$ cat src/rtl/lcd_text_pkg.sv
// Shared constants, state encoding and helpers for the LCD text writer.
package lcd_text_pkg;

  // Default screen geometry: 800x480 px with 8x16 px glyphs.
  localparam int unsigned DEF_COLUMNS = 100;
  localparam int unsigned DEF_ROWS    = 30;

  // Character codes the writer interprets.
  localparam logic [6:0] CH_SPACE = 7'h20;
  localparam logic [6:0] CH_BS    = 7'h08;
  localparam logic [6:0] CH_TAB   = 7'h09;
  localparam logic [6:0] CH_LF    = 7'h0A;
  localparam logic [6:0] CH_FF    = 7'h0C;
  localparam logic [6:0] CH_CR    = 7'h0D;
  localparam logic [6:0] CH_TILDE = 7'h7E;

  typedef enum logic [1:0] {
    IDLE      = 2'd0,
    CLEAR_ROW = 2'd1,
    CLEAR_ALL = 2'd2
  } state_e;

  // True for codes that produce a glyph write.
  function automatic logic is_printable(input logic [6:0] ch);
    return (ch >= CH_SPACE) && (ch <= CH_TILDE);
  endfunction

endpackage

$ cat src/rtl/lcd_text_addr.sv
// Maps a logical (row, col) cursor plus the scroll offset to a text RAM address.
module lcd_text_addr
  import lcd_text_pkg::*;
#(
  parameter int unsigned COLUMNS = DEF_COLUMNS,
  parameter int unsigned ROWS    = DEF_ROWS,
  parameter int unsigned ADDR_W  = $clog2(COLUMNS * ROWS),
  parameter int unsigned ROW_W   = $clog2(ROWS),
  parameter int unsigned COL_W   = $clog2(COLUMNS)
) (
  input  logic [ROW_W-1:0]  top_row_i,
  input  logic [ROW_W-1:0]  row_i,
  input  logic [COL_W-1:0]  col_i,
  output logic [ADDR_W-1:0] wr_addr_o
);

  logic [ROW_W:0]   sum_c;
  logic [ROW_W-1:0] phys_c;

  // Modular row add via a single conditional subtract, then row*COLUMNS + col.
  always_comb begin
    sum_c = {1'b0, top_row_i} + {1'b0, row_i};
    if (sum_c >= (ROW_W+1)'(ROWS)) begin
      phys_c = ROW_W'(sum_c - (ROW_W+1)'(ROWS));
    end else begin
      phys_c = ROW_W'(sum_c);
    end
    wr_addr_o = ADDR_W'(ADDR_W'(phys_c) * ADDR_W'(COLUMNS)) + ADDR_W'(col_i);
  end

endmodule

$ cat src/rtl/lcd_text_writer.sv
// Terminal-style character writer for the LCD text RAM with circular-row scrolling.
// Optional feature: define LCD_TEXT_WRITER_TAB_EN to make 0x09 advance to the next tab stop.
module lcd_text_writer
  import lcd_text_pkg::*;
#(
  parameter int unsigned COLUMNS = DEF_COLUMNS,
  parameter int unsigned ROWS    = DEF_ROWS,
  parameter int unsigned ADDR_W  = $clog2(COLUMNS * ROWS),
  parameter int unsigned ROW_W   = $clog2(ROWS)
) (
  input  logic              clock,
  input  logic              reset_n,
  input  logic              in_valid,
  output logic              in_ready,
  input  logic [6:0]        in_char,
  output logic              wr_en,
  output logic [ADDR_W-1:0] wr_addr,
  output logic [6:0]        wr_data,
  output logic [ROW_W-1:0]  top_row,
  output logic              busy
);

  localparam int unsigned COL_W = $clog2(COLUMNS);
  localparam int unsigned CNT_W = ADDR_W + 1;

  state_e            state_q, state_d;
  logic [COL_W-1:0]  col_q, col_d;
  logic [ROW_W-1:0]  row_q, row_d;
  logic [ROW_W-1:0]  top_q, top_d;
  logic [CNT_W-1:0]  cnt_q, cnt_d;
  logic              wr_en_q, wr_en_d;
  logic [ADDR_W-1:0] wr_addr_q, wr_addr_d;
  logic [6:0]        wr_data_q, wr_data_d;
  logic              in_ready_q, in_ready_d;
  logic              busy_q, busy_d;

  logic              accept_c;
  logic              line_adv_c;
  logic              printed_c;
  logic [ROW_W-1:0]  top_inc_c;
  logic [ROW_W-1:0]  a_row_c;
  logic [COL_W-1:0]  a_col_c;
  logic [ADDR_W-1:0] addr_c;
`ifdef LCD_TEXT_WRITER_TAB_EN
  logic [COL_W:0]    tab_next_c;
`endif

  assign accept_c  = in_valid && in_ready_q;
  assign top_inc_c = (top_q == ROW_W'(ROWS - 1)) ? '0 : top_q + ROW_W'(1);

  // Address-generator operands: cursor for glyphs, (0,0) on the old top row for the first
  // clear write of a scroll, bottom logical row for the rest of a row clear.
  always_comb begin
    a_row_c = row_q;
    a_col_c = col_q;
    if (state_q == CLEAR_ROW) begin
      a_col_c = cnt_q[COL_W-1:0];
      a_row_c = (cnt_q == '0) ? '0 : ROW_W'(ROWS - 1);
    end else if (!is_printable(in_char)) begin
      a_row_c = '0;
      a_col_c = '0;
    end
  end

  lcd_text_addr #(
    .COLUMNS (COLUMNS),
    .ROWS    (ROWS),
    .ADDR_W  (ADDR_W),
    .ROW_W   (ROW_W),
    .COL_W   (COL_W)
  ) u_addr (
    .top_row_i (top_q),
    .row_i     (a_row_c),
    .col_i     (a_col_c),
    .wr_addr_o (addr_c)
  );

  // Next-state, cursor and registered-output decode.
  always_comb begin
    state_d    = state_q;
    col_d      = col_q;
    row_d      = row_q;
    top_d      = top_q;
    cnt_d      = cnt_q;
    wr_en_d    = 1'b0;
    wr_addr_d  = wr_addr_q;
    wr_data_d  = wr_data_q;
    line_adv_c = 1'b0;
    printed_c  = 1'b0;
`ifdef LCD_TEXT_WRITER_TAB_EN
    tab_next_c = ({1'b0, col_q} | (COL_W+1)'(7)) + (COL_W+1)'(1);
`endif

    case (state_q)
      IDLE: begin
        if (accept_c) begin
          if (is_printable(in_char)) begin
            wr_en_d   = 1'b1;
            wr_addr_d = addr_c;
            wr_data_d = in_char;
            printed_c = 1'b1;
            if (col_q == COL_W'(COLUMNS - 1)) begin
              col_d      = '0;
              line_adv_c = 1'b1;
            end else begin
              col_d = col_q + COL_W'(1);
            end
          end else begin
            case (in_char)
              CH_CR: col_d = '0;
              CH_LF: begin
                col_d      = '0;
                line_adv_c = 1'b1;
              end
              CH_BS: begin
                if (col_q != '0) col_d = col_q - COL_W'(1);
              end
              CH_FF: begin
                state_d   = CLEAR_ALL;
                col_d     = '0;
                row_d     = '0;
                top_d     = '0;
                cnt_d     = CNT_W'(1);
                wr_en_d   = 1'b1;
                wr_addr_d = '0;
                wr_data_d = CH_SPACE;
              end
`ifdef LCD_TEXT_WRITER_TAB_EN
              CH_TAB: begin
                if (tab_next_c >= (COL_W+1)'(COLUMNS)) begin
                  col_d      = '0;
                  line_adv_c = 1'b1;
                end else begin
                  col_d = tab_next_c[COL_W-1:0];
                end
              end
`endif
              default: ;
            endcase
          end

          if (line_adv_c) begin
            if (row_q != ROW_W'(ROWS - 1)) begin
              row_d = row_q + ROW_W'(1);
            end else if (printed_c) begin
              // Glyph write goes out first; the scroll starts one cycle later.
              state_d = CLEAR_ROW;
              cnt_d   = '0;
            end else begin
              state_d   = CLEAR_ROW;
              top_d     = top_inc_c;
              cnt_d     = CNT_W'(1);
              wr_en_d   = 1'b1;
              wr_addr_d = addr_c;
              wr_data_d = CH_SPACE;
            end
          end
        end
      end

      CLEAR_ROW: begin
        if (cnt_q == CNT_W'(COLUMNS)) begin
          state_d = IDLE;
        end else begin
          wr_en_d   = 1'b1;
          wr_addr_d = addr_c;
          wr_data_d = CH_SPACE;
          cnt_d     = cnt_q + CNT_W'(1);
          if (cnt_q == '0) top_d = top_inc_c;
        end
      end

      CLEAR_ALL: begin
        if (cnt_q == CNT_W'(ROWS * COLUMNS)) begin
          state_d = IDLE;
        end else begin
          wr_en_d   = 1'b1;
          wr_addr_d = cnt_q[ADDR_W-1:0];
          wr_data_d = CH_SPACE;
          cnt_d     = cnt_q + CNT_W'(1);
        end
      end

      default: begin
        state_d = CLEAR_ALL;
        cnt_d   = '0;
      end
    endcase

    in_ready_d = (state_d == IDLE);
    busy_d     = ~in_ready_d;
  end

  // State and output registers; reset starts a full-screen clear.
  always_ff @(posedge clock or negedge reset_n) begin
    if (!reset_n) begin
      state_q    <= CLEAR_ALL;
      col_q      <= '0;
      row_q      <= '0;
      top_q      <= '0;
      cnt_q      <= '0;
      wr_en_q    <= 1'b0;
      wr_addr_q  <= '0;
      wr_data_q  <= '0;
      in_ready_q <= 1'b0;
      busy_q     <= 1'b0;
    end else begin
      state_q    <= state_d;
      col_q      <= col_d;
      row_q      <= row_d;
      top_q      <= top_d;
      cnt_q      <= cnt_d;
      wr_en_q    <= wr_en_d;
      wr_addr_q  <= wr_addr_d;
      wr_data_q  <= wr_data_d;
      in_ready_q <= in_ready_d;
      busy_q     <= busy_d;
    end
  end

  assign in_ready = in_ready_q;
  assign busy     = busy_q;
  assign wr_en    = wr_en_q;
  assign wr_addr  = wr_addr_q;
  assign wr_data  = wr_data_q;
  assign top_row  = top_q;

endmodule

$ cat config.mk
export PLATFORM = sky130hd
export DESIGN_NAME = lcd_text_writer
export DESIGN_NICKNAME = d
export VERILOG_FILES = /design/src/rtl/lcd_text_pkg.sv /design/src/rtl/lcd_text_addr.sv /design/src/rtl/lcd_text_writer.sv
export SDC_FILE = /design/constraint.sdc
export NUM_CORES = 1
export LEC_CHECK = 0
export BUFFER_PORTS_ARGS = -buffer_cell sky130_fd_sc_hd__buf_4
export CORE_AREA = 3 3 98 100
export CTS_CLUSTER_DIAMETER = 200
export CTS_CLUSTER_SIZE = 20
export DETAILED_ROUTE_END_ITERATION = 12
export DIE_AREA = 0 0 101 103
export PLACE_DENSITY_LB_ADDON = 0.08
export SYNTH_ARGS = -nofsm -noshare
export SYNTH_HDL_FRONTEND = slang
export SYNTH_SLANG_ARGS = --single-unit
$ cat constraint.sdc
create_clock -name clock -period 8.48 [get_ports clock]
set_input_delay 1.696 -clock clock [delete_from_list [all_inputs] [get_ports clock]]
set_output_delay 1.696 -clock clock [all_outputs]
set_load 0.03 [all_outputs]
=== Yosys cells after proc, flatten, opt, wreduce, memory -nomap -nowiden ===
Cells that the tools add are included.

* Mux-type cells: 76
* Shifts and indexed selects: 0
* Bitwise gates (word level): 1
* Add/sub/neg operators: 8
* Equal/unequal tests: 16
* Magnitude comparators: 3
* Div/mod/pow operators: 0
* Reductions and logical operators: 15
* Multipliers: 1

{| class="wikitable"
|+ Operator list
! kind !! number
|-
| $mux 12 || 8
|-
| $mux 13 || 7
|-
| $mux 7 || 13
|-
| $mux 5 || 17
|-
| $pmux 13 s3 || 1
|-
| $pmux 12 s3 || 1
|-
| $eq 7x4->1 const B || 4
|-
| $pmux 7 s3 || 1
|-
| $mux 1 || 17
|-
| $mux 2 || 7
|-
| $pmux 7 s2 || 1
|-
| $add 13x1->13 const B || 1
|-
| $eq 13x12->1 const B || 1
|-
| $eq 13x7->1 const B || 1
|-
| $logic_not 13->1 || 1
|-
| $add 12x7->12 || 1
|-
| $reduce_and 4->1 || 3
|-
| $add 5x1->5 const B || 2
|-
| $mul 5x5->10 const B || 1
|-
| $pmux 5 s2 || 1
|-
| $add 7x1->7 const B || 1
|-
| $eq 7x7->1 const B || 1
|-
| $ge 7x6->1 const B || 1
|-
| $le 7x7->1 const B || 1
|-
| 22 further kinds || 27
|}

* RAM bits: 0
* Bits in registers: 54
* Bits of input ports: 10
* Memory bits (read-only): 0
* Memories kept: 0
* Bits in latches: 0
* Word-level logic and storage cells: 130

=== Depth between registers and ports, before layout ===
Gate-level depths: netlist (run 1).

* Depth in word-level cells: 15
* Depth in mapped cells: 24
* Gate-level depth less buffers: 24

=== Modules after synthesis ===
A second synthesis (run 1) with hierarchy kept.

* Cell total of the unflattened synthesis: 524
* Area, all modules: 4,551.9 µm²

{| class="wikitable"
|+ Modules (own cells, without submodules)
! module !! area each (µm²) !! cells an instance !! instances
|-
| lcd_text_writer || 3,478.3 || 397 || 1
|-
| lcd_text_addr || 1,073.5 || 127 || 1
|}

=== Worst setup path after synthesis (run 1) ===
No wires, ideal clock.

* Kind: in2reg
* From: input in_char[6]
* To: register wr_addr_q[11], in the netlist wr_addr[11]
* Slack: 2.347 ns
* Cell stages on the path: 21
* Data arrival time: 6.038 ns
* Data required time: 8.385 ns
* Path buffers: 0
* Setup time: 0.095 ns
* Path through: or2_2 > o21ai_1 > nor2_1 > nand2_1 > inv_1 > ha_1 > a21o_1 > a21oi_1 > xnor2_1 > nor3_1 > a21o_1 > xnor2_1 > ha_1 > ha_1 > ha_1 > fa_1 > xor2_1 > nand2_1 > nor4_1 > xnor2_1 > o31ai_1

* Longest elaborated chain between the ends: 15

{| class="wikitable"
|+ Ends and longest elaborated chain
! what !! line !! source
|-
| start: declaration || lcd_text_writer.sv:15 || <nowiki>input logic [6:0] in_char,</nowiki>
|-
| $ge 7x6->1 / $le 7x7->1 (equally long branches) || lcd_text_pkg.sv:25 || <nowiki>return (ch >= CH_SPACE) && (ch <= CH_TILDE);</nowiki>
|-
| $logic_and 1x1->1 || lcd_text_pkg.sv:25 ||
|-
| $mux 5 || lcd_text_writer.sv:59 || <nowiki>end else if (!is_printable(in_char)) begin</nowiki>
|-
| $mux 5 || lcd_text_writer.sv:56 || <nowiki>if (state_q == CLEAR_ROW) begin</nowiki>
|-
| $add 5x5->6 || lcd_text_addr.sv:22 || <nowiki>sum_c = {1'b0, top_row_i} + {1'b0, row_i};</nowiki>
|-
| $sub 5x5->5 / $ge 6x5->1 (equally long branches) || lcd_text_addr.sv:24, lcd_text_addr.sv:23 ||
|-
| $mux 5 || lcd_text_addr.sv:23 || <nowiki>if (sum_c >= (ROW_W+1)'(ROWS)) begin</nowiki>
|-
| $mul 5x5->10 || lcd_text_addr.sv:28 || <nowiki>wr_addr_o = ADDR_W'(ADDR_W'(phys_c) * ADDR_W'(COLUMNS)) + ADDR_W'(col_i);</nowiki>
|-
| $add 12x7->12 || lcd_text_addr.sv:28 ||
|-
| $mux 12 || lcd_text_writer.sv:97 || <nowiki>if (is_printable(in_char)) begin</nowiki>
|-
| $mux 12 || lcd_text_writer.sv:145 || <nowiki>end else if (printed_c) begin</nowiki>
|-
| $mux 12 || lcd_text_writer.sv:143 || <nowiki>if (row_q != ROW_W'(ROWS - 1)) begin</nowiki>
|-
| $mux 12 || lcd_text_writer.sv:142 || <nowiki>if (line_adv_c) begin</nowiki>
|-
| $mux 12 || lcd_text_writer.sv:96 || <nowiki>if (accept_c) begin</nowiki>
|-
| $pmux 12 s3 (*) || lcd_text_writer.sv:94 || <nowiki>case (state_q)</nowiki>
|-
| end signal: assignment || lcd_text_writer.sv:214 || <nowiki>wr_addr_q <= wr_addr_d;</nowiki>
|-
| end: declaration || lcd_text_writer.sv:32 || <nowiki>logic [ADDR_W-1:0] wr_addr_q, wr_addr_d;</nowiki>
|}

Mark *: on every way between the ends. The rest lies on a longest branch, timed or not. The select of a mux whose other input is x is not followed.
A chain may end at the register's enable or synchronous reset.

=== Worst setup path in the final report (run 1) ===
* From: input in_char[1]
* To: register wr_addr_q[11], in the netlist wr_addr[11]

Same word-level chain as after synthesis.

==> results of run 1 <==
[power by group through the flow]
| stage | Sequential (mW) | Combinational [mW] | Clock, mW |
|---|---|---|---|
| after floorplan | 0.262 | 0.00751 | 0 |
| after global placement | 0.262 | 0.0197 | 0 |
| after detailed placement | 0.262 | 0.0200 | 0 |
| after CTS | 0.257 | 0.0201 | 0.152 |
| after global routing | 0.257 | 0.0219 | 0.160 |
| final | 0.257 | 0.0199 | 0.145 |
[cell usage after synthesis, types with 3 or more instances]
library cell,number,share of area (%)
and3_1,5,0.72
xor2_1,8,1.6
or3_1,6,0.86
nand4_1,9,1.3
and2_1,7,1.0
a22oi_1,12,2.1
nor2_1,25,2.2
fa_1,3,1.4
dfrtp_1,53,30
nor3b_1,3,0.52
a22o_1,5,1.0
nand3_1,20,2.3
a21oi_1,30,3.4
a32oi_1,4,0.80
clkbuf_1,20,1.7
o31ai_1,6,1.0
nor4_1,12,1.7
o21ai_1,3,0.34
a31oi_1,5,0.72
a32o_1,4,0.92
nor2b_1,4,0.57
ha_1,40,11
buf_2,3,0.34
xnor2_1,8,1.6
inv_1,26,2.2
a21o_1,7,1.2
o22ai_1,6,0.86
a211oi_1,6,1.0
o21ai_0,45,5.2
a22o_2,5,1.1
nand2_1,70,6.0
and4_1,4,0.80
nor3_1,9,1.0
a221o_1,3,0.69
or2_2,5,0.72
[metal layers]
| metal | vias to the layer above | routed length, um |
|---|---|---|
| met4 | 0 | 100 |
| met3 | 10 | 599 |
| met5 | - | 0 |
| li1 | 1964 | - |
| met2 | 124 | 5610 |
| met1 | 1987 | 5320 |
[critical path: stages]
cell and delay [ns]:
buf_4 0.11, nand4_1 0.16, o21ai_1 0.60, nor2_1 0.18
nand2_1 0.17, inv_1 0.06, ha_1 0.26, a21o_1 0.17
a21oi_1 0.21, xnor2_1 0.23, nor3_1 0.11, a21o_1 0.22
xnor2_1 0.38, ha_1 0.33, ha_1 0.30, ha_1 0.23
fa_1 0.41, xor2_1 0.24, nand2_1 0.12, nor4_1 0.31
xnor2_1 0.11, o31ai_1 0.18
[metrics by stage]
stage,std cells,cell area (sq um),total power [mW]
4_1_cts,647,4740,0.429
3_5_place_dp,639,4650,0.282
3_3_place_gp,639,4650,0.282
2_1_floorplan,522,4360,0.270
5_1_grt,647,4740,0.439
6_report,647,4740,0.422
[how the worst max path moves through the flow]
stage | endpoint | depth (start not counted)
2_1_floorplan | wr_addr[11] | 21
3_3_place_gp | wr_addr[11] | 22
3_5_place_dp | wr_addr[11] | 22
4_1_cts | wr_addr[11] | 22
5_1_grt | wr_addr[11] | 22
6_report | wr_addr[11] | 22
[cells in the final DEF (no fill, tap or decap), drive strengths merged, types with 8 or more instances in the layout]
master   n
nor3     9
nand3   20
a22o    10
xnor2    8
buf     37
nor2    26
nand2   70
nor4    13
nand4    9
a22oi   12
xor2     8
inv     26
o21ai   48
a21oi   31
dfrtp   53
ha      40
[kinds of logic (layout without fill, tap and decap cells)]
kind of cell | count (synthesis) | after routing
AND/OR/NAND/NOR | 189 | 189
AO/OA/AOI/OAI | 163 | 163
flip-flops | 54 | 54
buffers and inverters | 54 | 71
adder cells (fa/ha/maj) | 43 | 43
XOR/XNOR | 16 | 16
multiplexers | 3 | 3
[sequential cells by signal, summed over array words and instances, names as in the netlist, named ones only]
name / cells
wr_addr: 12
in_ready: 1
cnt_q: 13
state_q: 2
busy: 1
wr_en: 1
row_q: 5
wr_data: 7
col_q: 7
[layout make-up]
class,instances,share of cell area (%)
Tap cell,108,2.85
Clock buffer,6,1.53
Clock inverter,2,0.291
Inverter,26,2.06
Sequential cell,54,28.6
Timing Repair Buffer,37,5.87
Multi-Input combinational cell,414,58.8
==> flow_summary.ini, run 1 <==
[placed_design]
dp_hpwl_mm = 8.65
gp_congestion = 0.887
port_buffers = 36
dp_slack_ns = 1.57

[yosys]
syn_inst = 522
synth_cell_types = 69
yosys.area_share.simple_pct = 22.2
syn_avg_cell_area_sq_um = 8.36
muxShareOfSynthArea_pct = 0.746
synth_top_family_by_area = compound AO/OA/AOI/OAI gates
yosys_warnings = 0
synth-seq-cells = 54
synth_compound_area_share_pct = 24.8
synthAdderAreaFrac_pct = 12.8
synthXorXnorAreaFrac_pct = 3.21
ys_seq_area_share_pct = 31.0
ys.flop_type = dfrtp_1
async_flop_share_pct = 100
synth_edf_count = 0
syn_area_sq_um = 4360
syn_nets = 575

[power_and_ir_drop]
power_frac_clock_pct = 34.3
switching_share_pct = 23.9
ir_worst_vdd_mv = 0.0646
power.switching_uw = 101
internal-power_uw = 321
pwr-share-seq_pct = 61.0
combPwrFrac_pct = 4.7
p_leak_nw = 2.20
power_density_nw_per_um2 = 89.1

[min_path]
hold_path.class = reg -> reg
hold_depth = 2
hold_path_end = wr_addr[3]
worstHoldStart = wr_addr[3]

[grt]
track_usage_pct = 23.0
busiest_layer = met2
antenna_found_initial = 0
met3_usage_pct = 2.98
grt_max_degree = 55
met2_usage_pct = 38.3
overflow = 0
grt_pass1_wl_mm = 19.2
use_met1_pct = 32.5
grt_pass1_vias = 3752

[setup_path]
crit_start = in_char[1]
r2r_end = wr_addr[11]
rr_worst_depth = 23
arrival_ns = 6.81
crit_path_start_kind = primary input
critPathKind = in -> reg
path_max_fanout = 10
crit_path_end_kind = flip-flop
r2r_slack_ns = 2.53
critical_path_required_ns = 8.70
r2r_start = state_q[1]

[clocking]
clkSinkCount = 54
cts_tree = yes
cts_setup_buffers = 0
clkLatencyLatePin_ns = 0.31
cts_max_level = 2
cts_resized = 0
hold_buffers = 0
cts.path.max_buffers = 2
path_clk_slew_ns = 0.10
numCtsBuffers = 5
root_buffer = clkbuf_8

[sta]
fmax_mhz = 152
setup_slack_ns = 1.89
setup_viol_count_final = 0
slew_violations = 0
rsz0062_at_grt = no
fin_crit_sh_pct = 77.7
finalSetupTns_ns = 0
tightest_slew_ns = 0.928
hold_viol_final = 0
slew-limit-headroom_pct = 37.9
worst_hold_slack_ns = 0.501
final.setup_skew_ns = 0.0163
period_needed_ns = 6.59

[finish]
nFillCells = 854
utilization_pct = 54.0
area_growth_pct = 8.55
drive_above_1_share_pct = 12.1
multi_input_area_sq_um = 2790
nets = 591
seq_area_sq_um = 1350
antenna_cells = 0

[floorplanning]
core_area_sq_um = 8760
fp.dieArea_sq_um = 10400
io_pins = 37
die_h_um = 103
initial_utilization_pct = 49.8
die_x_um = 101
rows = 34

[drt]
wl_mm = 11.6
ant_nets = 0
first_iter_violations = 268
num_vias = 4085
drt-pass1-iter-count = 5
wl_per_cell_um = 18.0
drc_errors = 0
vias_per_cell = 6.31

[status]
outcome = complete, no violations

[flow_run]
maxCapViolCount = 0
No activity file was read; power rests on OpenSTA's default activity.
==> run 2, diff against run 1 <==
--- a/config.mk
+++ b/config.mk
@@ -5,12 +5,13 @@
 export SDC_FILE = /design/constraint.sdc
 export NUM_CORES = 1
 export LEC_CHECK = 0
+export ABC_AREA = 1
 export BUFFER_PORTS_ARGS = -buffer_cell sky130_fd_sc_hd__buf_4
-export CORE_AREA = 3 3 98 100
+export CORE_AREA = 3 3 100 102
 export CTS_CLUSTER_DIAMETER = 200
 export CTS_CLUSTER_SIZE = 20
 export DETAILED_ROUTE_END_ITERATION = 12
-export DIE_AREA = 0 0 101 103
+export DIE_AREA = 0 0 103 105
 export PLACE_DENSITY_LB_ADDON = 0.08
 export SYNTH_ARGS = -nofsm -noshare
 export SYNTH_HDL_FRONTEND = slang
==> constraint.sdc (replaced) <==
create_clock -name clock -period 5.9 [get_ports clock]
set_input_delay 1.18 -clock clock [delete_from_list [all_inputs] [get_ports clock]]
set_output_delay 1.18 -clock clock [all_outputs]
set_load 0.03 [all_outputs]
==> run 2 against run 1 <==
Critical path depth rose by 11; flip-flop and latch count stayed put; die area increased by 4.0%; critical path type unchanged; highest routed layer unchanged.
==> flow_summary.ini, run 2 <==
[finish]
largest-register = cnt_q
drive_above_1_share_pct = 11.4
final_common_cell = nand2_1
nets = 752
nFillCells = 917
area_growth_pct = 11.6
largest_reg_flops = 13
post-route-cell-area_sq_um = 5080
final_cell_mix = nand2_1 (211), inv_1 (81), o21ai_0 (53), dfrtp_1 (53), nand3_1 (52)
antenna_cells = 0

[yosys]
synth_edf_count = 0
ys_seq_area_share_pct = 29.7
yosysMostFrequentCell = nand2_1
syn_area_sq_um = 4550
synth_top_area_share_pct = 29.2
async_flop_share_pct = 100
syn_avg_cell_area_sq_um = 6.90
syn_nets = 712
yosys.area.top_type = dfrtp_1
synth_commonest_cells = nand2_1 (211), inv_1 (81), o21ai_0 (54)
yosys_warnings = 0
synth.area.top_cells = dfrtp_1 (29%), nand2_1 (17%), ha_1 (11%)
synth_cell_types = 39
syn_inst = 659
ys.flop_type = dfrtp_1
synth-seq-cells = 54

[floorplanning]
rows = 35
die_x_um = 103
io_pins = 37
fp.dieArea_sq_um = 10800
core_area_sq_um = 9200
die_h_um = 105
initial_utilization_pct = 49.5

[setup_path]
critPathMostFrequentCell = nand2_1
cpPeakStageDelay_ns = 0.44
critPathKind = in -> reg
arrival_ns = 5.68
crit_path_start_kind = primary input
critical_path_required_ns = 6.15
slowest_stage = fa_1
path_max_fanout = 4
crit_path_end_kind = flip-flop

[sta]
fmax_mhz = 184
finalSetupTns_ns = 0
slew-limit-headroom_pct = 50.7
slew_violations = 0
hold_viol_final = 0
tightest_slew_ns = 0.740
rsz0062_at_grt = no
setup_viol_count_final = 0
period_needed_ns = 5.43
final.setup_skew_ns = 0.0203
fin_crit_sh_pct = 92.0

[power_and_ir_drop]
p_leak_nw = 2.65
ir_worst_vdd_mv = 0.139
power_density_nw_per_um2 = 147

[clocking]
clkSinkCount = 54
cts_setup_buffers = 0
path_clk_slew_ns = 0.12
hold_buffers = 0
cts_resized = 0
cts_max_level = 2
cts.path.max_buffers = 2
root_buffer = clkbuf_8
cts_tree = yes
clkLatencyLatePin_ns = 0.32
numCtsBuffers = 5

[grt]
antenna_found_initial = 0
grt_pass1_wl_mm = 18.8
overflow = 0
grt_max_degree = 55
grt_pass1_vias = 4023
track_usage_pct = 21.2

[drt]
wl_mm = 11.0
first_iter_violations = 189
drt-pass1-iter-count = 5
ant_nets = 0
vias_per_cell = 5.19
num_vias = 4213
drc_errors = 0
wl_per_cell_um = 13.5

[placed_design]
port_buffers = 36
dp_hpwl_mm = 8.57
gp_congestion = 0.861
dpl_cell_area_sq_um = 4950

[status]
outcome = complete, no violations

[min_path]
hold_path.class = reg -> reg

[flow_run]
maxCapViolCount = 0
-- run 2: cell count changes after synthesis, moves of 11 or more --
cell / change
nand2_1: +141
inv_1: +55
nand3_1: +32
clkbuf_1: -17
nor2_1: +13
nor4_1: -11
-- run 2: kinds of logic (layout without fill, tap and decap cells) --
kind of cell             count (synthesis)  count (layout)  synth area share, %
AND/OR/NAND/NOR                        348             348                 34.0
AO/OA/AOI/OAI                           99              99                 12.0
adder cells (fa/ha/maj)                 43              43                 12.3
buffers and inverters                   96             137                 8.31
XOR/XNOR                                19              19                 3.66
flip-flops                              54              54                 29.7
-- run 2: stage by stage --
| stage | worst slack [ns] | util (%) | total power, mW | hold slack, ns | instances |
|---|---|---|---|---|---|
| after floorplan | 0.173 | - | 0.444 | 0.472 | 659 |
| after global placement | 0.140 | 53.8 | 0.476 | 0.465 | 803 |
| after detailed placement | 0.0523 | 53.8 | 0.477 | 0.470 | 803 |
| after CTS | 0.366 | 55.2 | 0.753 | 0.501 | 811 |
| after global routing | 0.0297 | 55.2 | 0.782 | 0.514 | 811 |
| final | 0.469 | 55.2 | 0.745 | 0.497 | 811 |
-- run 2: worst max-delay path: cells and delay by family --
family / cells / cell delay [ns]
compound gates: 3 / 0.56
xor+xnor: 1 / 0.20
fa+ha+maj: 5 / 1.68
buf+inv: 6 / 0.62
simple gates: 18 / 1.41
-- run 2: path summary, 6_finish.rpt --
kind / startpoint / to / slack [ns] / cells after the start
worst min register to register: wr_addr[8] / wr_addr[8] / 0.50 / 2
worst min-delay path: wr_addr[8] / wr_addr[8] / 0.50 / 2
worst max register to register: cnt_q[0] / wr_addr[11] / 0.78 / 36
worst max-delay path: in_char[3] / wr_addr[11] / 0.47 / 33
min in group asynchronous: reset_n / wr_addr[9] / 0.91 / 1
max in group asynchronous: reset_n / col_q[3] / 4.49 / 1
-- run 2: cell type report --
cell class | instances | area, sq um | share of cell area [%]
Tap cell | 111 | 139 | 2.74
Clock buffer | 6 | 82.6 | 1.63
Timing Repair Buffer | 42 | 315 | 6.21
Multi-Input combinational cell | 509 | 2820 | 55.6
Inverter | 87 | 327 | 6.43
Sequential cell | 54 | 1350 | 26.6
Clock inverter | 2 | 38.8 | 0.764
-- run 2: per-layer routing --
layer  global-route usage [%]  up-vias  share of wire [%]
met1                     29.8     1908                 49
met3                     2.67        8                2.9
met2                     34.9       73                 47
met5                        0        -                  0
li1                         -     2224                  -
met4                     3.89        0               0.77
-- run 2: where the power goes --
group / leakage [nW] / switching [mW] / internal (mW)
sequential: 0.671 / 0 / 0.370
clock: 0.0618 / 0.137 / 0.140
combinational: 1.92 / 0.0602 / 0.0382
total: 2.65 / 0.197 / 0.548
==> run 3, diff against run 2 <==
==> constraint.sdc (replaced) <==
create_clock -name clock -period 5.3 [get_ports clock]
set_input_delay 1.06 -clock clock [delete_from_list [all_inputs] [get_ports clock]]
set_output_delay 1.06 -clock clock [all_outputs]
set_load 0.03 [all_outputs]
==> run 3 against run 2 <==
Critical path depth down 3; critical endpoint is now wr_addr[10]; die area unchanged; register-to-register slack worse by 0.39 ns; routed wire length up 4.1%; sequential share of layout area down 1.4 points.
==> flow_summary.ini, run 3 (synthesis gave the netlist of run 2 again) <==
[status]
outcome = complete, no violations

[drt]
ant_nets = 0
drc_errors = 0
first_iter_violations = 194
drt-pass1-iter-count = 5
wl_mm = 11.4
wl_per_cell_um = 13.7
num_vias = 4409
vias_per_cell = 5.27

[min_path]
hold_path.class = reg -> reg
hold_depth = 2
worstHoldStart = wr_addr[8]

[sta]
slew-limit-headroom_pct = 52.1
hold_viol_final = 0
fin_crit_sh_pct = 93.9
setup_slack_ns = 0.322
fmax_mhz = 201
slew_violations = 0
tightest_slew_ns = 0.719
final.setup_skew_ns = 0.00934
period_needed_ns = 4.98
setup_viol_count_final = 0
rsz0062_at_grt = yes

[power_and_ir_drop]
power_frac_clock_pct = 36.5
p_leak_nw = 2.77
combPwrFrac_pct = 15.1
internal-power_uw = 624
switching_share_pct = 26.7
ir_worst_vdd_mv = 0.111
power.total_uw = 851
pwr-share-seq_pct = 48.4
power_density_nw_per_um2 = 159
power.switching_uw = 227

[grt]
grt_pass1_vias = 4229
overflow = 0
grt_pass1_wl_mm = 19.7
track_usage_pct = 22.2
antenna_found_initial = 0
grt_max_degree = 55

[setup_path]
slowest_stage = fa_2
critical_path_required_ns = 5.52
cpPeakStageDelay_ns = 0.55
crit_path_end_kind = flip-flop
r2r_end = wr_addr[10]
arrival_ns = 5.20
r2r_slack_ns = 0.39
r2r_start = cnt_q[0]
critPathMostFrequentCell = nand2_1
crit_start = in_char[3]
path_max_fanout = 5
critPathKind = in -> reg
rr_worst_depth = 31
setup.worst_path.end = wr_addr[10]
crit_path_start_kind = primary input

[floorplanning]
io_pins = 37
initial_utilization_pct = 49.5
fp.dieArea_sq_um = 10800
rows = 35
core_area_sq_um = 9200
die_h_um = 105
die_x_um = 103

[finish]
antenna_cells = 0
seq_area_sq_um = 1350
nets = 777
drive_above_1_share_pct = 16.7
final_cell_mix = nand2_1 (211), inv_1 (79), buf_4 (67)
area_growth_pct = 17.6
multi_input_area_sq_um = 2910
final_common_cell = nand2_1
nFillCells = 890
largest_reg_flops = 13
largest-register = cnt_q

[clocking]
clkSinkCount = 54
hold_buffers = 0
cts_tree = yes
clkLatencyLatePin_ns = 0.32
cts_max_level = 2
cts.path.max_buffers = 2
root_buffer = clkbuf_8
path_clk_slew_ns = 0.11
numCtsBuffers = 5

[placed_design]
port_buffers = 36
dp_slack_ns = -0.194
gp_congestion = 0.884
dp_hpwl_mm = 8.75

[flow_run]
maxCapViolCount = 0
[run 3: changes by cell type in the layout (fill, tap and decap cells not counted), moves of 3 or more]
cell / previous run / this run
buf_4: 42 / 67
ha_1: 40 / 36
nand3_1: 52 / 49
nand3_2: 1 / 4
o21ai_0: 53 / 50
o21ai_1: 5 / 8
[run 3: layout make-up]
cell class | instances | area share (%)
inverter | 87 | 6.10
clock buffer | 6 | 1.54
multi-input combinational | 509 | 54.3
clock inverter | 2 | 0.725
tap | 111 | 2.60
timing repair buffer | 67 | 9.40
sequential | 54 | 25.3
[run 3: worst min path at each step]
stage,end
6_report,wr_addr[8]
2_1_floorplan,cnt_q[12]
4_1_cts,wr_data[1]
3_3_place_gp,wr_addr[10]
3_5_place_dp,wr_data[1]
5_1_grt,wr_addr[5]
[run 3: timing repair]
| action | CTS | global route |
|---|---|---|
| endpoints found under the setup margin | 0 | 4 |
| setup buffers | 0 | 3 |
| gates resized for setup | 0 | 12 |
[run 3: metal layers]
| layer | global-route usage [%] | routed length, um |
|---|---|---|
| met3 | 3.14 | 396 |
| met2 | 37.7 | 5570 |
| met4 | 4.35 | 118 |
| met5 | 0 | 0 |
| met1 | 29.8 | 5350 |
[run 3: stage by stage]
| step | instance area (sq um) | util (%) | hold slack [ns] | cells | setup TNS (ns) |
|---|---|---|---|---|---|
| floorplan | 4600 | - | 0.472 | 659 | 0 |
| global placement | 5160 | 56.1 | 0.466 | 825 | -0.113 |
| detailed placement | 5160 | 56.1 | 0.468 | 825 | -0.537 |
| CTS | 5280 | 57.4 | 0.496 | 833 | 0 |
| global route | 5350 | 58.2 | 0.528 | 836 | -0.0281 |
| finish | 5350 | 58.2 | 0.492 | 836 | 0 |
[run 3: worst max-delay path, delay by kind of cell]
family	cells	cell delay, ns
compound gates	2	0.32
buf+inv	3	0.23
simple gates	17	1.28
xor+xnor	2	0.45
fa+ha+maj	6	1.86
[run 3: power by group through the flow]
stage,Clock (mW),Sequential (mW),Combinational (mW)
floorplan,0,0.420,0.0768
global placement,0,0.420,0.121
detailed placement,0,0.420,0.123
CTS,0.319,0.412,0.123
global route,0.336,0.412,0.148
finish,0.311,0.412,0.129
